### src/rtl/cu_host_pkg.sv
// Purpose: shared constants and types for the Q-learning control-unit host front end.
// Latency: n/a (declarations only).
// Backpressure: n/a (declarations only).
package cu_host_pkg;

    // Register word addresses
    localparam int unsigned ADDR_CTRL        = 0;
    localparam int unsigned ADDR_STATUS      = 1;
    localparam int unsigned ADDR_MAX_STEP    = 2;
    localparam int unsigned ADDR_MAX_EPISODE = 3;
    localparam int unsigned ADDR_SEED        = 4;
    localparam int unsigned ADDR_CYCLES      = 5;
    localparam int unsigned ADDR_EPISODE     = 6;

    // CTRL write bits
    localparam int unsigned CTRL_TRAIN = 0;
    localparam int unsigned CTRL_INFER = 1;
    localparam int unsigned CTRL_ABORT = 2;
    localparam int unsigned CTRL_CLR   = 3;

    // STATUS read bits
    localparam int unsigned ST_BUSY     = 0;
    localparam int unsigned ST_DONE     = 1;
    localparam int unsigned ST_ERR      = 2;
    localparam int unsigned ST_ABORTED  = 3;
    localparam int unsigned ST_CU_IDLE  = 4;
    localparam int unsigned ST_CU_STATE = 8;   // 5-bit field [12:8]

    localparam logic [15:0] SEED_RST_DEFAULT = 16'hACE1;

    typedef enum logic [1:0] {
        H_IDLE    = 2'd0,
        H_RUN     = 2'd1,
        H_RELEASE = 2'd2
    } host_state_e;

endpackage

### src/rtl/cu_host_if.sv
// Purpose: register file, run sequencer and cycle counter in front of the Q-learning control unit.
// Latency: CTRL write -> request level next cycle; bus read -> data one cycle later; completion -> irq one cycle after cu_idle.
// Backpressure: none; every bus access is accepted in the cycle it is strobed.
module cu_host_if
    import cu_host_pkg::*;
#(
    parameter int unsigned DATA_W   = 32,
    parameter int unsigned ADDR_W   = 3,
    parameter logic [15:0] SEED_RST = SEED_RST_DEFAULT
) (
    input  logic              clk,
    input  logic              rst,
    input  logic              bus_wr,
    input  logic              bus_rd,
    input  logic [ADDR_W-1:0] bus_addr,
    input  logic [DATA_W-1:0] bus_wdata,
    output logic [DATA_W-1:0] bus_rdata,
    output logic              bus_rvalid,
    output logic              irq,
    output logic              cu_start,
    output logic              cu_active,
    output logic [15:0]       cu_max_step,
    output logic [15:0]       cu_max_episode,
    output logic [15:0]       cu_seed,
    input  logic              cu_finish,
    input  logic              cu_idle,
    input  logic [15:0]       cu_ec,
    input  logic [4:0]        cu_state
);

    host_state_e       state_q, state_d;
    logic              mode_q, mode_d;          // 1: inference run, 0: training run
    logic              done_q, done_d;
    logic              err_q, err_d;
    logic              aborted_q, aborted_d;
    logic              irq_q, irq_d;
    logic [31:0]       cycles_q, cycles_d;
    logic [15:0]       max_step_q, max_episode_q, seed_q;
    logic [DATA_W-1:0] rdata_q, rdata_d;
    logic              rvalid_q;

    logic ctrl_wr;
    logic wr_train, wr_infer, wr_abort, wr_clr;
    logic busy;
    logic cfg_wr;
    logic unused_wdata;

    assign ctrl_wr  = bus_wr && (bus_addr == ADDR_W'(ADDR_CTRL));
    assign wr_train = bus_wdata[CTRL_TRAIN];
    assign wr_infer = bus_wdata[CTRL_INFER];
    assign wr_abort = bus_wdata[CTRL_ABORT];
    assign wr_clr   = bus_wdata[CTRL_CLR];
    assign busy     = (state_q != H_IDLE);
    // Run parameters are frozen for the whole run so the control unit sees stable limits.
    assign cfg_wr   = bus_wr && !busy;

    assign unused_wdata = ^bus_wdata[DATA_W-1:16];

    // Host FSM next state, sticky status flags, cycle counter and completion pulse.
    always_comb begin
        state_d   = state_q;
        mode_d    = mode_q;
        done_d    = done_q;
        err_d     = err_q;
        aborted_d = aborted_q;
        cycles_d  = cycles_q;
        irq_d     = 1'b0;

        // Clear first so that any flag set in the same cycle (completion, error) wins.
        if (ctrl_wr && wr_clr) begin
            done_d    = 1'b0;
            err_d     = 1'b0;
            aborted_d = 1'b0;
        end

        unique case (state_q)
            H_IDLE: begin
                if (ctrl_wr && (wr_train || wr_infer)) begin
                    if (wr_train && wr_infer) begin
                        err_d = 1'b1;
                    end else if (!cu_idle) begin
                        err_d = 1'b1;
                    end else begin
                        mode_d    = wr_infer;
                        done_d    = 1'b0;
                        aborted_d = 1'b0;
                        cycles_d  = '0;
                        state_d   = H_RUN;
                    end
                end
            end
            H_RUN: begin
                if (cycles_q != '1) begin
                    cycles_d = cycles_q + 32'd1;
                end
                if (ctrl_wr && (wr_train || wr_infer)) begin
                    err_d = 1'b1;
                end
                if (ctrl_wr && wr_abort) begin
                    aborted_d = 1'b1;
                    state_d   = H_RELEASE;
                end else if (cu_finish) begin
                    state_d = H_RELEASE;
                end
            end
            H_RELEASE: begin
                if (cu_idle) begin
                    done_d  = 1'b1;
                    irq_d   = 1'b1;
                    state_d = H_IDLE;
                end
            end
            default: begin
                state_d = H_IDLE;
            end
        endcase
    end

    // FSM and status register update.
    always_ff @(posedge clk) begin
        if (rst) begin
            state_q   <= H_IDLE;
            mode_q    <= 1'b0;
            done_q    <= 1'b0;
            err_q     <= 1'b0;
            aborted_q <= 1'b0;
            irq_q     <= 1'b0;
            cycles_q  <= '0;
        end else begin
            state_q   <= state_d;
            mode_q    <= mode_d;
            done_q    <= done_d;
            err_q     <= err_d;
            aborted_q <= aborted_d;
            irq_q     <= irq_d;
            cycles_q  <= cycles_d;
        end
    end

    // Run-parameter registers; a zero seed would lock the LFSR, so it is stored as 1.
    always_ff @(posedge clk) begin
        if (rst) begin
            max_step_q    <= '0;
            max_episode_q <= '0;
            seed_q        <= SEED_RST;
        end else if (cfg_wr) begin
            if (bus_addr == ADDR_W'(ADDR_MAX_STEP)) begin
                max_step_q <= bus_wdata[15:0];
            end
            if (bus_addr == ADDR_W'(ADDR_MAX_EPISODE)) begin
                max_episode_q <= bus_wdata[15:0];
            end
            if (bus_addr == ADDR_W'(ADDR_SEED)) begin
                seed_q <= (bus_wdata[15:0] == 16'd0) ? 16'h0001 : bus_wdata[15:0];
            end
        end
    end

    // Read mux over current register values, so a same-cycle update is not yet visible.
    always_comb begin
        rdata_d = '0;
        case (bus_addr)
            ADDR_W'(ADDR_STATUS): begin
                rdata_d[ST_BUSY]              = busy;
                rdata_d[ST_DONE]              = done_q;
                rdata_d[ST_ERR]               = err_q;
                rdata_d[ST_ABORTED]           = aborted_q;
                rdata_d[ST_CU_IDLE]           = cu_idle;
                rdata_d[ST_CU_STATE +: 5]     = cu_state;
            end
            ADDR_W'(ADDR_MAX_STEP):    rdata_d[15:0] = max_step_q;
            ADDR_W'(ADDR_MAX_EPISODE): rdata_d[15:0] = max_episode_q;
            ADDR_W'(ADDR_SEED):        rdata_d[15:0] = seed_q;
            ADDR_W'(ADDR_CYCLES):      rdata_d[31:0] = cycles_q;
            ADDR_W'(ADDR_EPISODE):     rdata_d[15:0] = cu_ec;
            default:                   rdata_d       = '0;
        endcase
    end

    // Read data register holds its value until the next read; valid is a one-cycle pulse.
    always_ff @(posedge clk) begin
        if (rst) begin
            rdata_q  <= '0;
            rvalid_q <= 1'b0;
        end else begin
            rvalid_q <= bus_rd;
            if (bus_rd) begin
                rdata_q <= rdata_d;
            end
        end
    end

    assign bus_rdata      = rdata_q;
    assign bus_rvalid     = rvalid_q;
    assign irq            = irq_q;
    assign cu_start       = (state_q == H_RUN) && !mode_q;
    assign cu_active      = (state_q == H_RUN) &&  mode_q;
    assign cu_max_step    = max_step_q;
    assign cu_max_episode = max_episode_q;
    assign cu_seed        = seed_q;

endmodule

### config.mk
export PLATFORM = sky130hd
export DESIGN_NAME = cu_host_if
export DESIGN_NICKNAME = d
export VERILOG_FILES = /design/src/rtl/cu_host_pkg.sv /design/src/rtl/cu_host_if.sv
export SDC_FILE = /design/constraint.sdc
export NUM_CORES = 1
export LEC_CHECK = 0
export CORE_UTILIZATION = 45
export CTS_CLUSTER_SIZE = 16
export DETAILED_ROUTE_END_ITERATION = 10
export PLACE_DENSITY = 0.74
export SETUP_SLACK_MARGIN = 0.5
export SLEW_MARGIN = 20
export SYNTH_ARGS = -nofsm -noshare
export SYNTH_HDL_FRONTEND = slang
export SYNTH_SLANG_ARGS = --single-unit
### constraint.sdc
create_clock -name clk -period 6.4 [get_ports clk]
set_clock_uncertainty 0.2 [all_clocks]
set_input_delay 1.28 -clock clk [delete_from_list [all_inputs] [get_ports clk]]
set_output_delay 1.28 -clock clk [all_outputs]
set_load 0.02 [all_outputs]
==> results of run 1 <==
cells by family (layout without fill, tap and decap cells):
| kind of cell | Yosys count | in the layout | synth area share |
|---|---|---|---|
| flip-flops | 120 | 120 | 0.4260 |
| buffers and inverters | 46 | 173 | 0.03528 |
| XOR/XNOR | 1 | 1 | 0.001553 |
| AO/OA/AOI/OAI | 144 | 144 | 0.1660 |
| adder cells (fa/ha/maj) | 2 | 2 | 0.003994 |
| AND/OR/NAND/NOR | 247 | 247 | 0.2250 |
| multiplexers | 78 | 78 | 0.1422 |
area by class of cell:
class	instances	area [µm²]
Clock buffer	20	466.7
Clock inverter	12	100.1
Fill cell	1027	4537
Inverter	5	18.77
Multi-Input combinational cell	472	3043
Sequential cell	120	2402
Tap cell	168	210.2
Timing Repair Buffer	136	1334
registers in the layout, indices dropped and copies added (netlist names):
name / count
cu_seed: 16
bus_rdata: 32
state_q: 2
done_q: 1
cu_max_step: 16
mode_q: 1
bus_rvalid: 1
err_q: 1
aborted_q: 1
cu_max_episode: 16
cycles_q: 32
irq: 1
power groups by stage:
stage | Sequential (W) | Combinational (W) | Clock (W)
global placement | 0.000786 | 0.000176 | 0
CTS | 0.000770 | 0.000179 | 0.000920
floorplan | 0.000801 | 0.0000786 | 0
global route | 0.000772 | 0.000190 | 0.000955
finish | 0.000771 | 0.000179 | 0.000913
detailed placement | 0.000786 | 0.000177 | 0
per-stage QoR:
step	setup WS [ps]	instances	hold WS (ps)	total power, W	util
after floorplan	3389	638	249.9	0.0008797	-
after global placement	2326	901	258.2	0.0009613	0.5782
after detailed placement	2275	901	263.8	0.0009635	0.5782
after CTS	2711	933	273.8	0.001869	0.6250
after global routing	2575	933	295.8	0.001917	0.6254
final	2707	933	271.8	0.001863	0.6254
layout by cell type (no fill, tap or decap), types with 8 or more instances in the layout:
master / count
o21ai_0: 25
dfxtp_1: 120
or3_1: 20
a221oi_1: 8
nand4_1: 14
a21oi_1: 58
nor2b_1: 23
mux2_2: 17
a2bb2oi_1: 8
nand2_1: 39
clkbuf_16: 17
clkdlybuf4s50_1: 127
nor2_1: 82
mux2i_1: 61
nand3_1: 20
critical path: stages:
cell and delay [ps]:
clkdlybuf4s50_1 490, buf_4 290, nor2b_1 180, nand3_1 520
nor2_1 740, nor2b_1 200, o21ai_0 80
final timing paths:
path / endpoint / cells after the start
setup / recovery: cu_seed[0]$_SDFFE_PP1P_ / 7
hold / removal: bus_rdata[2]$_SDFFE_PP0P_ / 2
setup reg to reg: cycles_q[22]$_SDFFE_PP0P_ / 6
hold reg to reg: bus_rdata[2]$_SDFFE_PP0P_ / 2
layer usage:
layer	global-route usage	vias up	routed length, µm
met4	0.1247	0	534
met3	0.07492	44	1262
met5	0	-	0
met2	0.4420	213	7955
li1	-	2570	-
met1	0.3291	2613	7327
==> metrics.txt, run 1 <==
Starting Density 0.4656; Tightest Pin Transition 985.6 ps; CP max FO 30; FP Rows 40; vias in the first global route 5283; grt total ovfl 0; Sw Pwr 0.0004588 W; CTS buffer count 17; port bufs 129; Arr. time, crit path 3790 ps; die area 12980 µm²; Detailed Route WL 17080 µm; Syn Area/Cell 8.839 µm²; minimum clock period 3693 ps; cell internal pwr 0.001404 W; post-synthesis cell area 5639 µm²; worst min-delay path class flop to flop; DRT iter0 DRCs 352; top_reg_cell synth dfxtp_1; worst path required time 6500 ps; initial antenna violation count 0; CTS tree yes; EDFF count, synth 0; design area 7575 µm²; final setup TNS 0 ps; CTS max path bufs 2; post-synth cell types 53; antenna cells 0; Clk network pwr share 0.490; top post-synthesis cells by area dfxtp_1 (43%), mux2i_1 (11%), nor2_1 (5.5%), a21oi_1 (5.1%), mux2_2 (3.4%); YS warnings 0; synth cell count leaders dfxtp_1 (120), nor2_1 (82), mux2i_1 (61); Max rail drop VDD 166.5 µV; CTS clk-pin slew, worst paths 50 ps; Syn Nets 701; Syn Inst Count 638; register area share after synthesis 0.4260; Clk Latency, worst-skew pair 420 ps; WL per Instance 18.31 µm; DR vias 5440; I/O pin total 146; RSZ-0062 raised after global routing no; Antenna Violating Nets Remaining 0; die width 113.9 µm; crit path capture type flop; Max-slew headroom 0.3414; Synth Register Bits 120; share of post-route cells with drive strength above 1 0.09020; clock root buffer clkbuf_16; core area 12110 µm²; Reg2Reg Setup Slack 3610 ps; top-count cell post-synth dfxtp_1; r2r startpoint cycles_q[0]$_SDFFE_PP0P_; post-DP HPWL 11540 µm; DR pass1 iterations 5; htree depth 4; maximum clock rate 270.8 MHz; # clock sinks 120; PostCTS Resize Cnt 0; largest net degree at the start of global routing 88; status completed; period utilization 0.5771; share of the synthesized area in the top cell type 0.4260; critical path class input port to flop; Hold Startpoint bus_rdata[2]$_SDFFE_PP0P_; Synth async-reset ratio 0; DRC violation count after routing 0; Post-CTS Setup Inserts 0; gr usage total 0.2699; mean number of vias per cell 5.831; sw frac 0.2463; Layout area overhead 34.32%; Worst setup SP type input port; P_leak 2.871 nW; die height 113.9 µm; Max-Cap Viols 0; Comb power frac 0.096; fin. max-slew vios 0; Area after DPL 7003 µm²; Post-CTS Hold Fix Bufs 0; first-pass GRT wire length 27120 µm; PwrDens 245.9 nW/µm²; sequential power share 0.414; # setup viols final 0; GP Congestion 0.8518; fin nets 815; cell taking the most area after synthesis dfxtp_1; critical path launch point bus_addr[1]; Final Hold Viols 0
No activity file was read; power rests on OpenSTA's default activity.
==> inputs of run 2 (changes only) <==
CORE_UTILIZATION = 44   (was 45)
PLACE_DENSITY = 0.75   (was 0.74)
clock period = 3.39 ns   (was 6.4 ns; I/O delays follow)
==> metrics.txt, run 2 (synthesized netlist as in run 1, its figures left out) <==
minimum clock period 2814 ps; critical path class input port to flop (unchanged); # clock sinks 120 (unchanged); maximum clock rate 355.3 MHz; die height 115.2 µm (was 113.9 µm); mean number of vias per cell 5.731 (was 5.831); port bufs 129 (unchanged); Max-Cap Viols 0 (unchanged); Max rail drop VDD 309.8 µV (was 166.5 µV); critical path launch point bus_addr[0] (was bus_addr[1]); Layout fillers 997 (was 1027); worst path required time 3530 ps (was 6500 ps); crit path capture type flop (unchanged); htree depth 4 (unchanged); Reg2Reg Setup Slack 800 ps (was 3610 ps); Clk Latency, worst-skew pair 410 ps (was 420 ps); Post-CTS Hold Fix Bufs 0 (unchanged); fin nets 825 (was 815); commonest non-fill, non-tap cell in the layout clkdlybuf4s50_1 (unchanged); WL per Instance 18.04 µm (was 18.31 µm); first-pass GRT wire length 27340 µm (was 27120 µm); GP Congestion 0.8415 (was 0.8518); R2R Path End cycles_q[21]$_SDFFE_PP0P_ (was cycles_q[22]$_SDFFE_PP0P_); RSZ-0062 raised after global routing no (unchanged); initial antenna violation count 0 (unchanged); placed cell count 911 (was 901); Layout area overhead 37.43% (was 34.32%); die area 13270 µm² (was 12980 µm²); Worst setup SP type input port (unchanged); CTS buffer count 17 (unchanged); r2r startpoint cycles_q[0]$_SDFFE_PP0P_ (unchanged); die width 115.2 µm (was 113.9 µm); worst min-delay path class flop to flop (unchanged); Final Hold Viols 0 (unchanged); CP max FO 32 (was 30); DRC violation count after routing 0 (unchanged); antenna cells 0 (unchanged); Detailed Route WL 17010 µm (was 17080 µm); largest net degree at the start of global routing 87 (was 88); Arr. time, crit path 2960 ps (was 3790 ps); final setup TNS 0 ps (unchanged); grt total ovfl 0 (unchanged); post-DP HPWL 11740 µm (was 11540 µm); Max-slew headroom 0.3966 (was 0.3414); fin cells 943 (was 933); vias in the first global route 5300 (was 5283); Tightest Pin Transition 905.1 ps (was 985.6 ps); gr usage total 0.2673 (was 0.2699); core area 12260 µm² (was 12110 µm²); Antenna Violating Nets Remaining 0 (unchanged); FF-to-FF path depth 7 (was 6); DR pass1 iterations 5 (unchanged); CTS tree yes (unchanged); DRT iter0 DRCs 403 (was 352); Starting Density 0.4599 (was 0.4656); CTS clk-pin slew, worst paths 50 ps (about the same); Hold Startpoint cu_seed[14]$_SDFFE_PP0P_ (was bus_rdata[2]$_SDFFE_PP0P_); # setup viols final 0 (unchanged); share of post-route cells with drive strength above 1 0.1032 (was 0.09020); DR vias 5404 (was 5440); PwrDens 483.8 nW/µm² (was 245.9 nW/µm²); most frequent cells in the layout clkdlybuf4s50_1 (127), dfxtp_1 (119), nor2_1 (81), mux2i_1 (61), a21oi_1 (58) (was clkdlybuf4s50_1 (127), dfxtp_1 (120), nor2_1 (82), mux2i_1 (61), a21oi_1 (58)); status completed (unchanged); period utilization 0.8302; FP Rows 40 (unchanged); CTS max path bufs 2 (unchanged); PnR Total Power 0.003749 W (was 0.001863 W); fin. max-slew vios 0 (unchanged); clock root buffer clkbuf_16 (unchanged); Hold Path Depth 2 (unchanged); hold endpoint cu_seed[14]$_SDFFE_PP0P_ (was bus_rdata[2]$_SDFFE_PP0P_); P_leak 2.966 nW (was 2.871 nW); I/O pin total 146 (unchanged)
[run 2: changes by cell type in the layout (fill, tap and decap cells not counted), sizes merged]
cell,previous run,this run
buf,9,19
bufinv,1,4
clkbuf,20,24
clkinv,7,4
clkinvlp,3,0
inv,6,5
[run 2: layer usage]
| layer | vias up | part of all wire | track usage |
|---|---|---|---|
| li1 | 2587 | - | - |
| met1 | 2546 | 0.41 | 0.3228 |
| met2 | 236 | 0.49 | 0.4418 |
| met3 | 35 | 0.080 | 0.08065 |
| met4 | 0 | 0.019 | 0.1134 |
| met5 | - | 0 | 0 |
[run 2: report_power, final]
group / leakage, nW / switching [W] / internal (W)
sequential: 0.972 / 0.0000188 / 0.00144
combinational: 1.67 / 0.000185 / 0.000161
clock: 0.320 / 0.000624 / 0.00132
total: 2.97 / 0.000828 / 0.00292
[run 2: worst max-delay path by stage]
stage	to	cells after the start	slack (ps)
6_report	cycles_q[20]$_SDFFE_PP0P_	7	580
2_1_floorplan	cycles_q[12]$_SDFFE_PP0P_	5	980
5_1_grt	cycles_q[21]$_SDFFE_PP0P_	7	520
3_5_place_dp	cycles_q[20]$_SDFFE_PP0P_	7	100
3_3_place_gp	cycles_q[22]$_SDFFE_PP0P_	7	150
4_1_cts	cycles_q[20]$_SDFFE_PP0P_	7	500
[run 2: per-stage QoR]
stage / util / instance area, µm² / setup slack [ps] / hold WS, ps
after CTS: 0.6308 / 7735 / 501.6 / 275.8
after global placement: 0.5783 / 7091 / 146.1 / 258.9
after global routing: 0.6320 / 7750 / 520.0 / 294.0
final: 0.6320 / 7750 / 575.6 / 275.5
after detailed placement: 0.5783 / 7091 / 95.25 / 267.6
after floorplan: - / 5639 / 981.3 / 249.9
[run 2: layout make-up]
class                   instances  area [µm²]  share of cell area
multi-input cells             472        3054              0.3941
well taps                     168       210.2             0.02712
inverters                       5       18.77            0.002422
clock inverters                 8       140.1             0.01808
flip-flops and latches        120        2404              0.3101
repair buffers                146        1421              0.1834
clock buffers                  24       501.7             0.06474
[run 2: what timing repair did]
| action | in CTS | in global routing |
|---|---|---|
| endpoints found under the hold margin | 0 | 0 |
| setup buffers | 0 | 0 |
| endpoints found under the setup margin | 1 | 24 |
| gates resized for setup | 1 | 4 |
[run 2: critical path, cell delays in order]
cell	delay [ps]
clkdlybuf4s50_1	530
nor4b_4	340
a41oi_2	270
a41o_4	420
buf_4	210
or3_1	360
a21oi_1	160
==> inputs of run 3 (changes only) <==
clock period = 2.3 ns   (was 3.39 ns; I/O delays follow)
==> metrics.txt, run 3 (synthesized netlist as in run 1, its figures left out) <==
status completed (unchanged); clock root buffer clkbuf_16 (unchanged); commonest non-fill, non-tap cell in the layout dfxtp_1 (was clkdlybuf4s50_1); I/O pin total 146 (unchanged); Arr. time, crit path 2230 ps (was 2960 ps); Hold Startpoint rst (was cu_seed[14]$_SDFFE_PP0P_); Comb power frac 0.107 (was 0.092); placed cell count 955 (was 911); antenna cells 0 (unchanged); Final Core Density 0.7376 (was 0.6320); initial antenna violation count 0 (unchanged); CTS tree yes (unchanged); sw frac 0.2448 (was 0.2209); FF-to-FF path depth 6 (was 7); Sw Pwr 0.001337 W (was 0.0008280 W); gr usage total 0.3032 (was 0.2673); most frequent cells in the layout dfxtp_1 (88), nor2_1 (75), buf_4 (70), mux2i_1 (61), a21oi_1 (38) (was clkdlybuf4s50_1 (127), dfxtp_1 (119), nor2_1 (81), mux2i_1 (61), a21oi_1 (58)); CTS max path bufs 2 (unchanged); Max-slew headroom 0.6626 (was 0.3966); Max-Cap Viols 0 (unchanged); Detailed Route WL 21350 µm (was 17010 µm); R2R Path End cycles_q[3]$_SDFFE_PP0P_ (was cycles_q[21]$_SDFFE_PP0P_); core area 12260 µm² (unchanged); die width 115.2 µm (unchanged); Tightest Pin Transition 506.1 ps (was 905.1 ps); fin. max-slew vios 0 (unchanged); largest net degree at the start of global routing 87 (unchanged); maximum clock rate 481.8 MHz; Clk Latency, worst-skew pair 430 ps (was 410 ps); WL per Instance 20.79 µm (was 18.04 µm); CTS buffer count 17 (unchanged); Antenna Violating Nets Remaining 0 (unchanged); first-pass GRT wire length 30910 µm (was 27340 µm); DRC violation count after routing 0 (unchanged); cell internal pwr 0.004127 W (was 0.002921 W); critical path launch point state_q[1]$_SDFFE_PP0P_ (was bus_addr[0]); mean number of vias per cell 6.064 (was 5.731); share of post-route cells with drive strength above 1 0.3574 (was 0.1032); PwrDens 604.2 nW/µm² (was 483.8 nW/µm²); # clock sinks 120 (unchanged); final setup TNS 0 ps (unchanged); Critical Path End cycles_q[3]$_SDFFE_PP0P_ (was cycles_q[20]$_SDFFE_PP0P_); CP max FO 8 (was 32); Worst setup SP type flop (was input port); register area 2475 µm² (was 2404 µm²); Max rail drop VDD 462.3 µV (was 309.8 µV); P_leak 3.847 nW (was 2.966 nW); post-DP HPWL 12370 µm (was 11740 µm); grt total ovfl 0 (unchanged); htree depth 4 (unchanged); Multi-input gate area 3613 µm² (was 3054 µm²); Reg2Reg Setup Slack 220 ps (was 800 ps); DR vias 6228 (was 5404); RSZ-0062 raised after global routing yes (was no); FP Rows 40 (unchanged); CTS clk-pin slew, worst paths 60 ps (was 50 ps); Clk network pwr share 0.503 (was 0.519); port bufs 129 (unchanged); die area 13270 µm² (unchanged); minimum clock period 2075 ps; Starting Density 0.4599 (unchanged); sequential power share 0.390 (was 0.389); Layout area overhead 60.37% (was 37.43%); Layout fillers 792 (was 997); worst path required time 2450 ps (was 3530 ps); worst min-delay path class input port to flop (was flop to flop); period utilization 0.9024; GP Congestion 0.8463 (was 0.8415); critical path class flop to flop (was input port to flop); DR pass1 iterations 5 (unchanged); crit path capture type flop (unchanged); fin cells 1027 (was 943); DRT iter0 DRCs 459 (was 403); die height 115.2 µm (unchanged); Final Hold Viols 0 (unchanged); vias in the first global route 5942 (was 5300); fin nets 909 (was 825); # setup viols final 0 (unchanged); r2r startpoint state_q[1]$_SDFFE_PP0P_ (was cycles_q[0]$_SDFFE_PP0P_)
==> run 3: cell types whose count changed in the layout (fill, tap and decap cells not counted), sizes merged, moves of 8 or more <==
cell           change
dlygate4sd2       +35
clkbuf            +14
clkdlybuf4s15     +35
dlymetal6s2s       +8
clkdlybuf4s50    -102
buf               +89
==> run 3: through the flow <==
| stage | instance area [µm²] | power (W) | setup WS, ps | hold WS (ps) |
|---|---|---|---|---|
| 2_1_floorplan | 5712 | 0.002457 | 158.6 | 249.9 |
| 3_3_place_gp | 7506 | 0.002730 | -400.4 | 256.6 |
| 3_5_place_dp | 7506 | 0.002740 | -429.0 | 267.9 |
| 4_1_cts | 8632 | 0.005433 | 313.5 | 211.7 |
| 5_1_grt | 9044 | 0.005608 | 168.7 | 245.1 |
| 6_report | 9044 | 0.005465 | 224.5 | 234.6 |
==> run 3: worst min-delay path by stage <==
| stage | to | depth (start not counted) |
|---|---|---|
| 4_1_cts | cu_seed[0]$_SDFFE_PP1P_ | 3 |
| 3_5_place_dp | cu_seed[4]$_SDFFE_PP0P_ | 2 |
| 5_1_grt | cu_seed[0]$_SDFFE_PP1P_ | 3 |
| 6_report | cu_seed[0]$_SDFFE_PP1P_ | 3 |
| 2_1_floorplan | aborted_q$_SDFF_PP0_ | 2 |
| 3_3_place_gp | cu_seed[8]$_SDFFE_PP0P_ | 2 |
==> run 3: worst max-delay path, cell delays in order (launching register included) <==
cell and delay (ps):
dfxtp_4 380, nand4b_1 290, nor2_4 300, a41o_4 370, buf_6 140, o21ai_0 160
a21oi_2 160
==> run 3: repair_timing <==
action,in CTS,in global routing
gates resized for setup,251,132
gates cloned,3,1
setup endpoints to repair,197,106
buffers inserted,24,12
pin swaps,45,44
hold buffers,0,0
==> run 3: layout make-up <==
class / instances / area share
inverters: 5 / 0.002352
repair buffers: 229 / 0.2341
clock buffers: 20 / 0.05050
well taps: 168 / 0.02324
multi-input cells: 473 / 0.3996
flip-flops and latches: 120 / 0.2737
clock inverters: 12 / 0.01660
==> run 3: layer usage <==
| layer | vias up | global-route usage | share of wire |
|---|---|---|---|
| met5 | - | 0 | 0 |
| li1 | 2767 | - | - |
| met2 | 375 | 0.4984 | 0.49 |
| met3 | 97 | 0.08856 | 0.081 |
| met1 | 2989 | 0.3631 | 0.38 |
| met4 | 0 | 0.1472 | 0.047 |
==> run 3: power groups by stage <==
stage                     combinational [W]  sequential (W)  clock [W]
after CTS                          0.000552         0.00213    0.00275
final                              0.000584         0.00213    0.00275
after floorplan                    0.000227         0.00223          0
after detailed placement           0.000550         0.00219          0
after global placement             0.000542         0.00219          0
after global routing               0.000616         0.00213    0.00286
